==> src/rtl/fft_reorder_buffer.sv <==
// fft_reorder_buffer: ping-pong frame buffer converting bit-reversed FFT
// output order into natural order. Each incoming sample k is written at
// address bitrev(k) of the write bank; a full bank is read out linearly.
// Writing one bank while reading the other sustains one sample per cycle.
module fft_reorder_buffer #(
  parameter int WIDTH = 32,
  parameter int LOG2N = 3
) (
  input  logic             clk,
  input  logic             clear_n,
  input  logic             in_valid,
  input  logic [WIDTH-1:0] in_data,
  output logic             in_ready,
  output logic             out_valid,
  output logic [WIDTH-1:0] out_data,
  input  logic             out_ready,
  output logic             out_last
);

  localparam int N = 1 << LOG2N;
  localparam logic [LOG2N-1:0] LAST_IDX = '1;

  logic             wr_sel, rd_sel;
  logic [LOG2N-1:0] wr_cnt, rd_cnt;
  logic [1:0]       full, full_nxt;
  logic             wr_fire, rd_fire, wr_wrap, rd_wrap;
  logic [LOG2N-1:0] wr_addr;
  logic [1:0][WIDTH-1:0] rd_word;

  function automatic logic [LOG2N-1:0] bitrev(input logic [LOG2N-1:0] a);
    logic [LOG2N-1:0] r;
    r = '0;
    for (int i = 0; i < LOG2N; i++) r[i] = a[LOG2N-1-i];
    return r;
  endfunction

  // in_ready depends only on registered state, so out_ready never reaches it
  assign in_ready  = ~full[wr_sel];
  assign out_valid = full[rd_sel];
  assign out_last  = out_valid & (rd_cnt == LAST_IDX);
  assign out_data  = out_valid ? rd_word[rd_sel] : '0;

  assign wr_fire = in_valid & in_ready;
  assign rd_fire = out_valid & out_ready;
  assign wr_wrap = wr_fire & (wr_cnt == LAST_IDX);
  assign rd_wrap = rd_fire & (rd_cnt == LAST_IDX);
  assign wr_addr = bitrev(wr_cnt);

  // Two banks, no reset on contents; a write only lands in the selected bank
  for (genvar b = 0; b < 2; b++) begin : g_bank
    logic [WIDTH-1:0] mem [N];

    // bank write port
    always_ff @(posedge clk) begin
      if (wr_fire && (wr_sel == 1'(b))) mem[wr_addr] <= in_data;
    end

    assign rd_word[b] = mem[rd_cnt];
  end

  // Bank occupancy: a frame completing and a frame draining on the same edge
  // touch different banks, so both updates are applied independently.
  always_comb begin
    full_nxt = full;
    if (wr_wrap) full_nxt[wr_sel] = 1'b1;
    if (rd_wrap) full_nxt[rd_sel] = 1'b0;
  end

  // Control state: counters, bank selectors and occupancy flags
  always_ff @(posedge clk or negedge clear_n) begin
    if (!clear_n) begin
      wr_sel <= 1'b0;
      rd_sel <= 1'b0;
      wr_cnt <= '0;
      rd_cnt <= '0;
      full   <= '0;
    end else begin
      full <= full_nxt;
      if (wr_fire) begin
        wr_cnt <= wr_cnt + 1'b1;
        if (wr_wrap) wr_sel <= ~wr_sel;
      end
      if (rd_fire) begin
        rd_cnt <= rd_cnt + 1'b1;
        if (rd_wrap) rd_sel <= ~rd_sel;
      end
    end
  end

endmodule

==> config.mk <==
export PLATFORM = sky130hd
export DESIGN_NAME = fft_reorder_buffer
export DESIGN_NICKNAME = d
export VERILOG_FILES = /design/src/rtl/fft_reorder_buffer.sv
export SDC_FILE = /design/constraint.sdc
export NUM_CORES = 1
export LEC_CHECK = 0
export BUFFER_PORTS_ARGS = -buffer_cell sky130_fd_sc_hd__buf_2
export CAP_MARGIN = 5
export CORE_ASPECT_RATIO = 1.2
export CORE_UTILIZATION = 30
export CTS_CLUSTER_SIZE = 16
export DETAILED_ROUTE_END_ITERATION = 8
export GPL_ROUTABILITY_DRIVEN = 1
export HOLD_SLACK_MARGIN = 0.12
export PLACE_DENSITY_LB_ADDON = 0.08
export SYNTH_ARGS = -nofsm -noshare
export SYNTH_HDL_FRONTEND = slang
export SYNTH_SLANG_ARGS = --single-unit
==> constraint.sdc <==
create_clock -name clk -period 4.62 [get_ports clk]
set_input_delay 0.462 -clock clk [delete_from_list [all_inputs] [get_ports clk]]
set_output_delay 0.462 -clock clk [all_outputs]
set_load 0.05 [all_outputs]
==> run metrics, run 1 <==
cts bufs inserted=55; Clk pwr share=28.2%; synthesized cell area=0.0203 sq mm; status=finished clean; Seq/Total Area, Yosys=77.1%; Longest Clk Path Bufs=3; die area=0.0686 sq mm; TritonCTS clock tree=built; hold_ws=0.185 ns; first-pass GRT wire length=75,800 um; synth top area cells=edfxtp_1 (76%), mux4_2 (11%), mux2i_1 (3.2%); internal power=9.42 mW; Fmax=0.278 GHz; core box area=0.0669 sq mm; fill count=6,342; vias in the first global route=10.6k; starting density of the core=30.3%; CP Class=reg -> out; std cell rows=104; WL/cell=25.4 um; Syn Inst Count=995; Syn Nets=1,039; share of the synthesized area in the top cell type=75.9%; layout cells sized above 1=25.5%; critical path capture point type=output port; vias per cell=4.79; Avg Inst Size Synth=20.4 sq um; power share of the combinational group=31.2%; worst skew pair latency=0.60 ns; worst path cell trace=nor2_4, buf_4, nand2_1, a32oi_1, o211ai_1, buf_2; port bufs=70; setup TNS=0 ns; slowest stage cell, crit path=nor2_4; CP arrival=3.14 ns; Sequential Power Share=40.6%; die height=287 um; Peak VDD IR=0.000309 V; pwr/cell area=617 mW/mm^2; Slew Viols, Final=0; most common cell after layout, fill and taps aside=edfxtp_1; DRT iter0 DRCs=566; gpl congestion=0.687; Clock Sinks=522; Switch Pwr=5.02 mW; fin nets=1,140; Post-DP Area=0.0218 sq mm; most frequent cells in the layout=edfxtp_1 (512), nand2_1 (110), mux4_2 (97); num ports=71; Layout Area Growth over Synthesis=15.6%; fraction of registers with async set/reset=1.92%; Reg clk slew, reported paths=0.06 ns; Worst-Margin Slew=1.01 ns; unique cell type count in the Yosys netlist=29; Hold Crit Class=in -> reg; Final Hold Vio Count=0; Sw Share=34.8%; CTS Root Cell=clkbuf_16; Syn. warnings=0; Final min period=3.60 ns; post-synth top area cell=edfxtp_1; DRC=0; DR vias=9,757; RSZ-0062 raised after global routing=no; largest fanout on the critical path=22; dominant synthesized flop cell=edfxtp_1; total track usage=15.6%; fin area=0.0234 sq mm; delay of the slowest cell on the worst path=0.77 ns; Worst slew margin=32.4%; Post-synth EDFFs=512; initial antenna violation count=3; final setup fails=0; WP data required=4.16 ns; detailed placement HPWL=28,100 um; Max-cap violations=0; post-CTS sizing=0; grt ovf=0; Clock Skews=0.0127 ns; width of the chip=239 um; largest net degree at the start of global routing=54; Leak=7.42 nW; crit start category=register; total wire length=51,800 um; Final period util=77.9%; ant diodes=0; Pre-Repair DR Iteration Count=5; # H-tree levels=2; DRT antenna net count=0; register bit total from synthesis=522
layer usage:
layer	part of all wire [%]	global-route usage, %	vias to the layer above	wire length (um)
met5	0.052	0	-	27
met4	1.9	3.85	4	991
met3	3.3	2.46	68	1730
met2	52	27.5	160	26900
met1	43	19.8	5204	22200
li1	-	-	4321	-
power by group through the flow:
| stage | clock network (mW) | registers, mW | logic (mW) |
|---|---|---|---|
| after detailed placement | 0 | 5.97 | 4.66 |
| after global placement | 0 | 5.97 | 4.68 |
| after global routing | 4.35 | 5.91 | 4.85 |
| final | 4.07 | 5.86 | 4.50 |
| after CTS | 4.22 | 5.87 | 4.67 |
| after floorplan | 0 | 5.78 | 3.36 |
sequential cells by signal, summed over array words and instances (netlist names):
signal      count
full            2
wr_cnt          3
g_bank.mem    512
rd_cnt          3
rd_sel          1
wr_sel          1
logic make-up after synthesis:
family,share of synthesized area [%]
DFF,77.1
and+or+nand+nor,3.77
muxes,14.2
AOI/OAI and AO/OA,2.59
buffers and inverters,1.74
adders and majority gates,0.494
xor gates and xnor gates,0.0865
critical path: cells and delay by family (launching register included):
| kind | cells | cell delay [ns] |
|---|---|---|
| and+or+nand+nor | 2 | 0.88 |
| DFF | 1 | 0.67 |
| buffers and inverters | 2 | 0.62 |
| AOI/OAI and AO/OA | 2 | 0.32 |
worst paths after layout:
| kind | start | end | slack [ns] | cells after the start |
|---|---|---|---|---|
| max | rd_cnt[2] | out_data[14] | 1.02 | 6 |
| min | out_ready | rd_sel | 0.19 | 3 |
| max reg2reg | wr_sel | g_bank[1].mem[5][1] | 2.02 | 4 |
| min reg2reg | wr_cnt[0] | wr_cnt[0] | 0.54 | 1 |
| max in group asynchronous | clear_n | rd_cnt[1] | 4.09 | 2 |
| min in group asynchronous | clear_n | wr_cnt[2] | 0.27 | 2 |
synthesized netlist by cell type (5+ instances only):
master    number
nand4_1       31
mux2i_1       65
ha_1           8
nand3_1        7
buf_4         11
edfxtp_1     512
nor2_1        10
clkbuf_1      25
buf_6          6
buf_2         10
mux4_2        97
inv_1          5
nand2_1      110
a32oi_1       31
dfrtp_1       10
o211ai_1      31
layout make-up:
type / count / area [sq um] / area share (%)
sequential: 522 / 15600 / 66.8
multi-input combinational: 413 / 4390 / 18.7
clock buffer: 72 / 1470 / 6.28
tap: 901 / 1130 / 4.81
timing repair buffer: 99 / 621 / 2.65
clock inverter: 26 / 158 / 0.673
inverter: 5 / 18.8 / 0.0801
stage by stage:
step | utilization, % | instances | worst slack (ns) | power, mW
5_1_grt | 35.0 | 2038 | 0.821 | 15.1
3_5_place_dp | 32.6 | 1939 | 1.57 | 10.6
3_3_place_gp | 32.6 | 1939 | 1.54 | 10.6
6_report | 35.0 | 2038 | 1.02 | 14.4
4_1_cts | 35.0 | 2038 | 0.914 | 14.8
2_1_floorplan | - | 995 | 0.223 | 9.14
what timing repair did:
action / CTS / global route
hold endpoints to repair: 10 / 0
hold buffers: 1 / 0
buffers inserted: 0 / 0
No activity file was read; power rests on OpenSTA's default activity.
==> inputs of run 2 (changes only) <==
- clock period: 4.62 -> 3.6 ns (I/O delays scaled with it)
==> run 2 against run 1 <==
  * Clock power is 33% higher
  * Critical endpoint is now out_data[23]
  * Wire length increased by 2.5%
  * Total power rose by 31%
  * Largest cell class unchanged
==> run metrics, run 2 (same netlist as run 1, synthesis figures left out) <==
Post-DP Area=0.0221 sq mm (was 0.0218 sq mm); post-CTS sizing=0 (unchanged); Pre-Repair DR Iteration Count=7 (was 5); RSZ-0062 raised after global routing=no (unchanged); delay of the slowest cell on the worst path=0.67 ns (was 0.77 ns); WP data required=3.24 ns (was 4.16 ns); Reg clk slew, reported paths=0.06 ns (about the same); num ports=71 (unchanged); most frequent cells in the layout=edfxtp_1 (512), nand2_1 (110), mux4_2 (97) (unchanged); # H-tree levels=2 (unchanged); total wire length=53,100 um (was 51,800 um); Design Power=18.9 mW (was 14.4 mW); initial antenna violation count=3 (unchanged); setup TNS=0 ns (unchanged); final core occ=35.9% (was 35.0%); largest net degree at the start of global routing=44 (was 54); WL/cell=25.5 um (was 25.4 um); Fmax=0.303 GHz; CP arrival=2.94 ns (was 3.14 ns); Worst-Margin Slew=0.870 ns (was 1.01 ns); gpl congestion=0.662 (was 0.687); die height=287 um (unchanged); Largest Register=g_bank.mem (unchanged); cts bufs inserted=56 (was 55); final setup fails=0 (unchanged); critical path capture point type=output port (unchanged); DRT antenna net count=0 (unchanged); Clock Sinks=522 (unchanged); Longest Clk Path Bufs=3 (unchanged); Final Hold Vio Count=0 (unchanged); std cell rows=104 (unchanged); largest fanout on the critical path=22 (unchanged); Peak VDD IR=0.000361 V (was 0.000309 V); core box area=0.0669 sq mm (unchanged); detailed placement HPWL=30,200 um (was 28,100 um); grt ovf=0 (unchanged); port bufs=70 (unchanged); vias per cell=4.80 (was 4.79); first-pass GRT wire length=77,600 um (was 75,800 um); status=finished clean (unchanged); pre-CTS WS=0.812 ns (was 1.57 ns); Final min period=3.30 ns; Layout Area Growth over Synthesis=18.6% (was 15.6%); total track usage=15.9% (was 15.6%); Post-CTS Setup Repair Bufs=0 (unchanged); slowest stage cell, crit path=dfrtp_4 (was nor2_4); fin area=0.0240 sq mm (was 0.0234 sq mm); Final period util=91.7%; starting density of the core=30.3% (unchanged); pwr/cell area=788 mW/mm^2 (was 617 mW/mm^2); worst path cell trace=nor2_4, buf_4, nand2_1, a32oi_1, o211ai_1, buf_2 (unchanged); CP Class=reg -> out (unchanged); width of the chip=239 um (unchanged); Max-cap violations=0 (unchanged); crit start category=register (unchanged); TritonCTS clock tree=built (unchanged); hold_ws=0.158 ns (was 0.185 ns); Clock Skews=0.0292 ns (was 0.0127 ns); ant diodes=0 (unchanged); Worst slew margin=41.6% (was 32.4%); fin nets=1,184 (was 1,140); Finished Layout Cells=2,084 (was 2,038); max FFs per register=512 (unchanged); Hold Crit Class=in -> reg (unchanged); vias in the first global route=10.8k (was 10.6k); most common cell after layout, fill and taps aside=edfxtp_1 (unchanged); die area=0.0686 sq mm (unchanged); Slew Viols, Final=0 (unchanged); DRT iter0 DRCs=593 (was 566); worst skew pair latency=0.62 ns (was 0.60 ns); dpl cells=1,955 (was 1,939); Leak=7.68 nW (was 7.42 nW); layout cells sized above 1=26.0% (was 25.5%); CTS Root Cell=clkbuf_16 (unchanged); DRC=0 (unchanged); Largest regs=g_bank.mem x512, rd_cnt x3, wr_cnt x3 (unchanged); DR vias=10.0k (was 9,757); post-route setup slack=0.300 ns (was 1.02 ns)
## run 2: changes by cell type in the layout (fill, tap and decap cells not counted), sizes merged
cell | previous run | this run
clkinv | 23 | 25
bufinv | 1 | 3
dlygate4sd3 | 1 | 28
clkbuf | 72 | 70
inv | 6 | 7
buf | 98 | 114
## run 2: worst paths after layout
kind | startpoint | cells after the start | to | slack [ns]
setup / recovery | rd_cnt[1] | 6 | out_data[23] | 0.30
hold / removal | in_data[18] | 1 | g_bank[0].mem[0][18] | 0.16
setup reg to reg | wr_sel | 4 | g_bank[1].mem[5][20] | 1.19
hold reg to reg | wr_cnt[0] | 1 | wr_cnt[0] | 0.54
max in group asynchronous | clear_n | 2 | rd_cnt[0] | 3.19
min in group asynchronous | clear_n | 2 | full[1] | 0.18
## run 2: repair_timing
item / in CTS / in global routing
setup endpoints to repair: 0 / 0
hold endpoints to repair: 366 / 0
hold buffers: 28 / 0
## run 2: layout make-up
| class | count | area, sq um |
|---|---|---|
| Tap cell | 901 | 1130 |
| Clock buffer | 70 | 1450 |
| Timing Repair Buffer | 142 | 1150 |
| Sequential cell | 522 | 15600 |
| Multi-Input combinational cell | 413 | 4400 |
| Fill cell | 6317 | 42900 |
| Clock inverter | 31 | 230 |
| Inverter | 5 | 18.8 |
## run 2: routing by layer
metal  GRT usage [%]  routed length (um)  vias to the layer above
met4            3.91                 970                        6
met5               0                  39                        -
li1                -                   -                     4405
met1            20.9               23200                     5339
met3            2.67                2010                       78
met2            27.2               26900                      179
## run 2: power by group
part / switching [mW] / internal, mW / leakage [nW]
Sequential: 0.356 / 7.17 / 4.74
Clock: 2.37 / 3.06 / 0.819
Combinational: 3.83 / 2.14 / 2.13
Total: 6.55 / 12.4 / 7.68
## run 2: critical path, delay by kind of cell (launching register included)
family | cells | cell delay (ns)
AO/OA/AOI/OAI | 2 | 0.37
buffers and inverters | 2 | 0.55
AND/OR/NAND/NOR | 2 | 0.74
flip-flops | 1 | 0.67
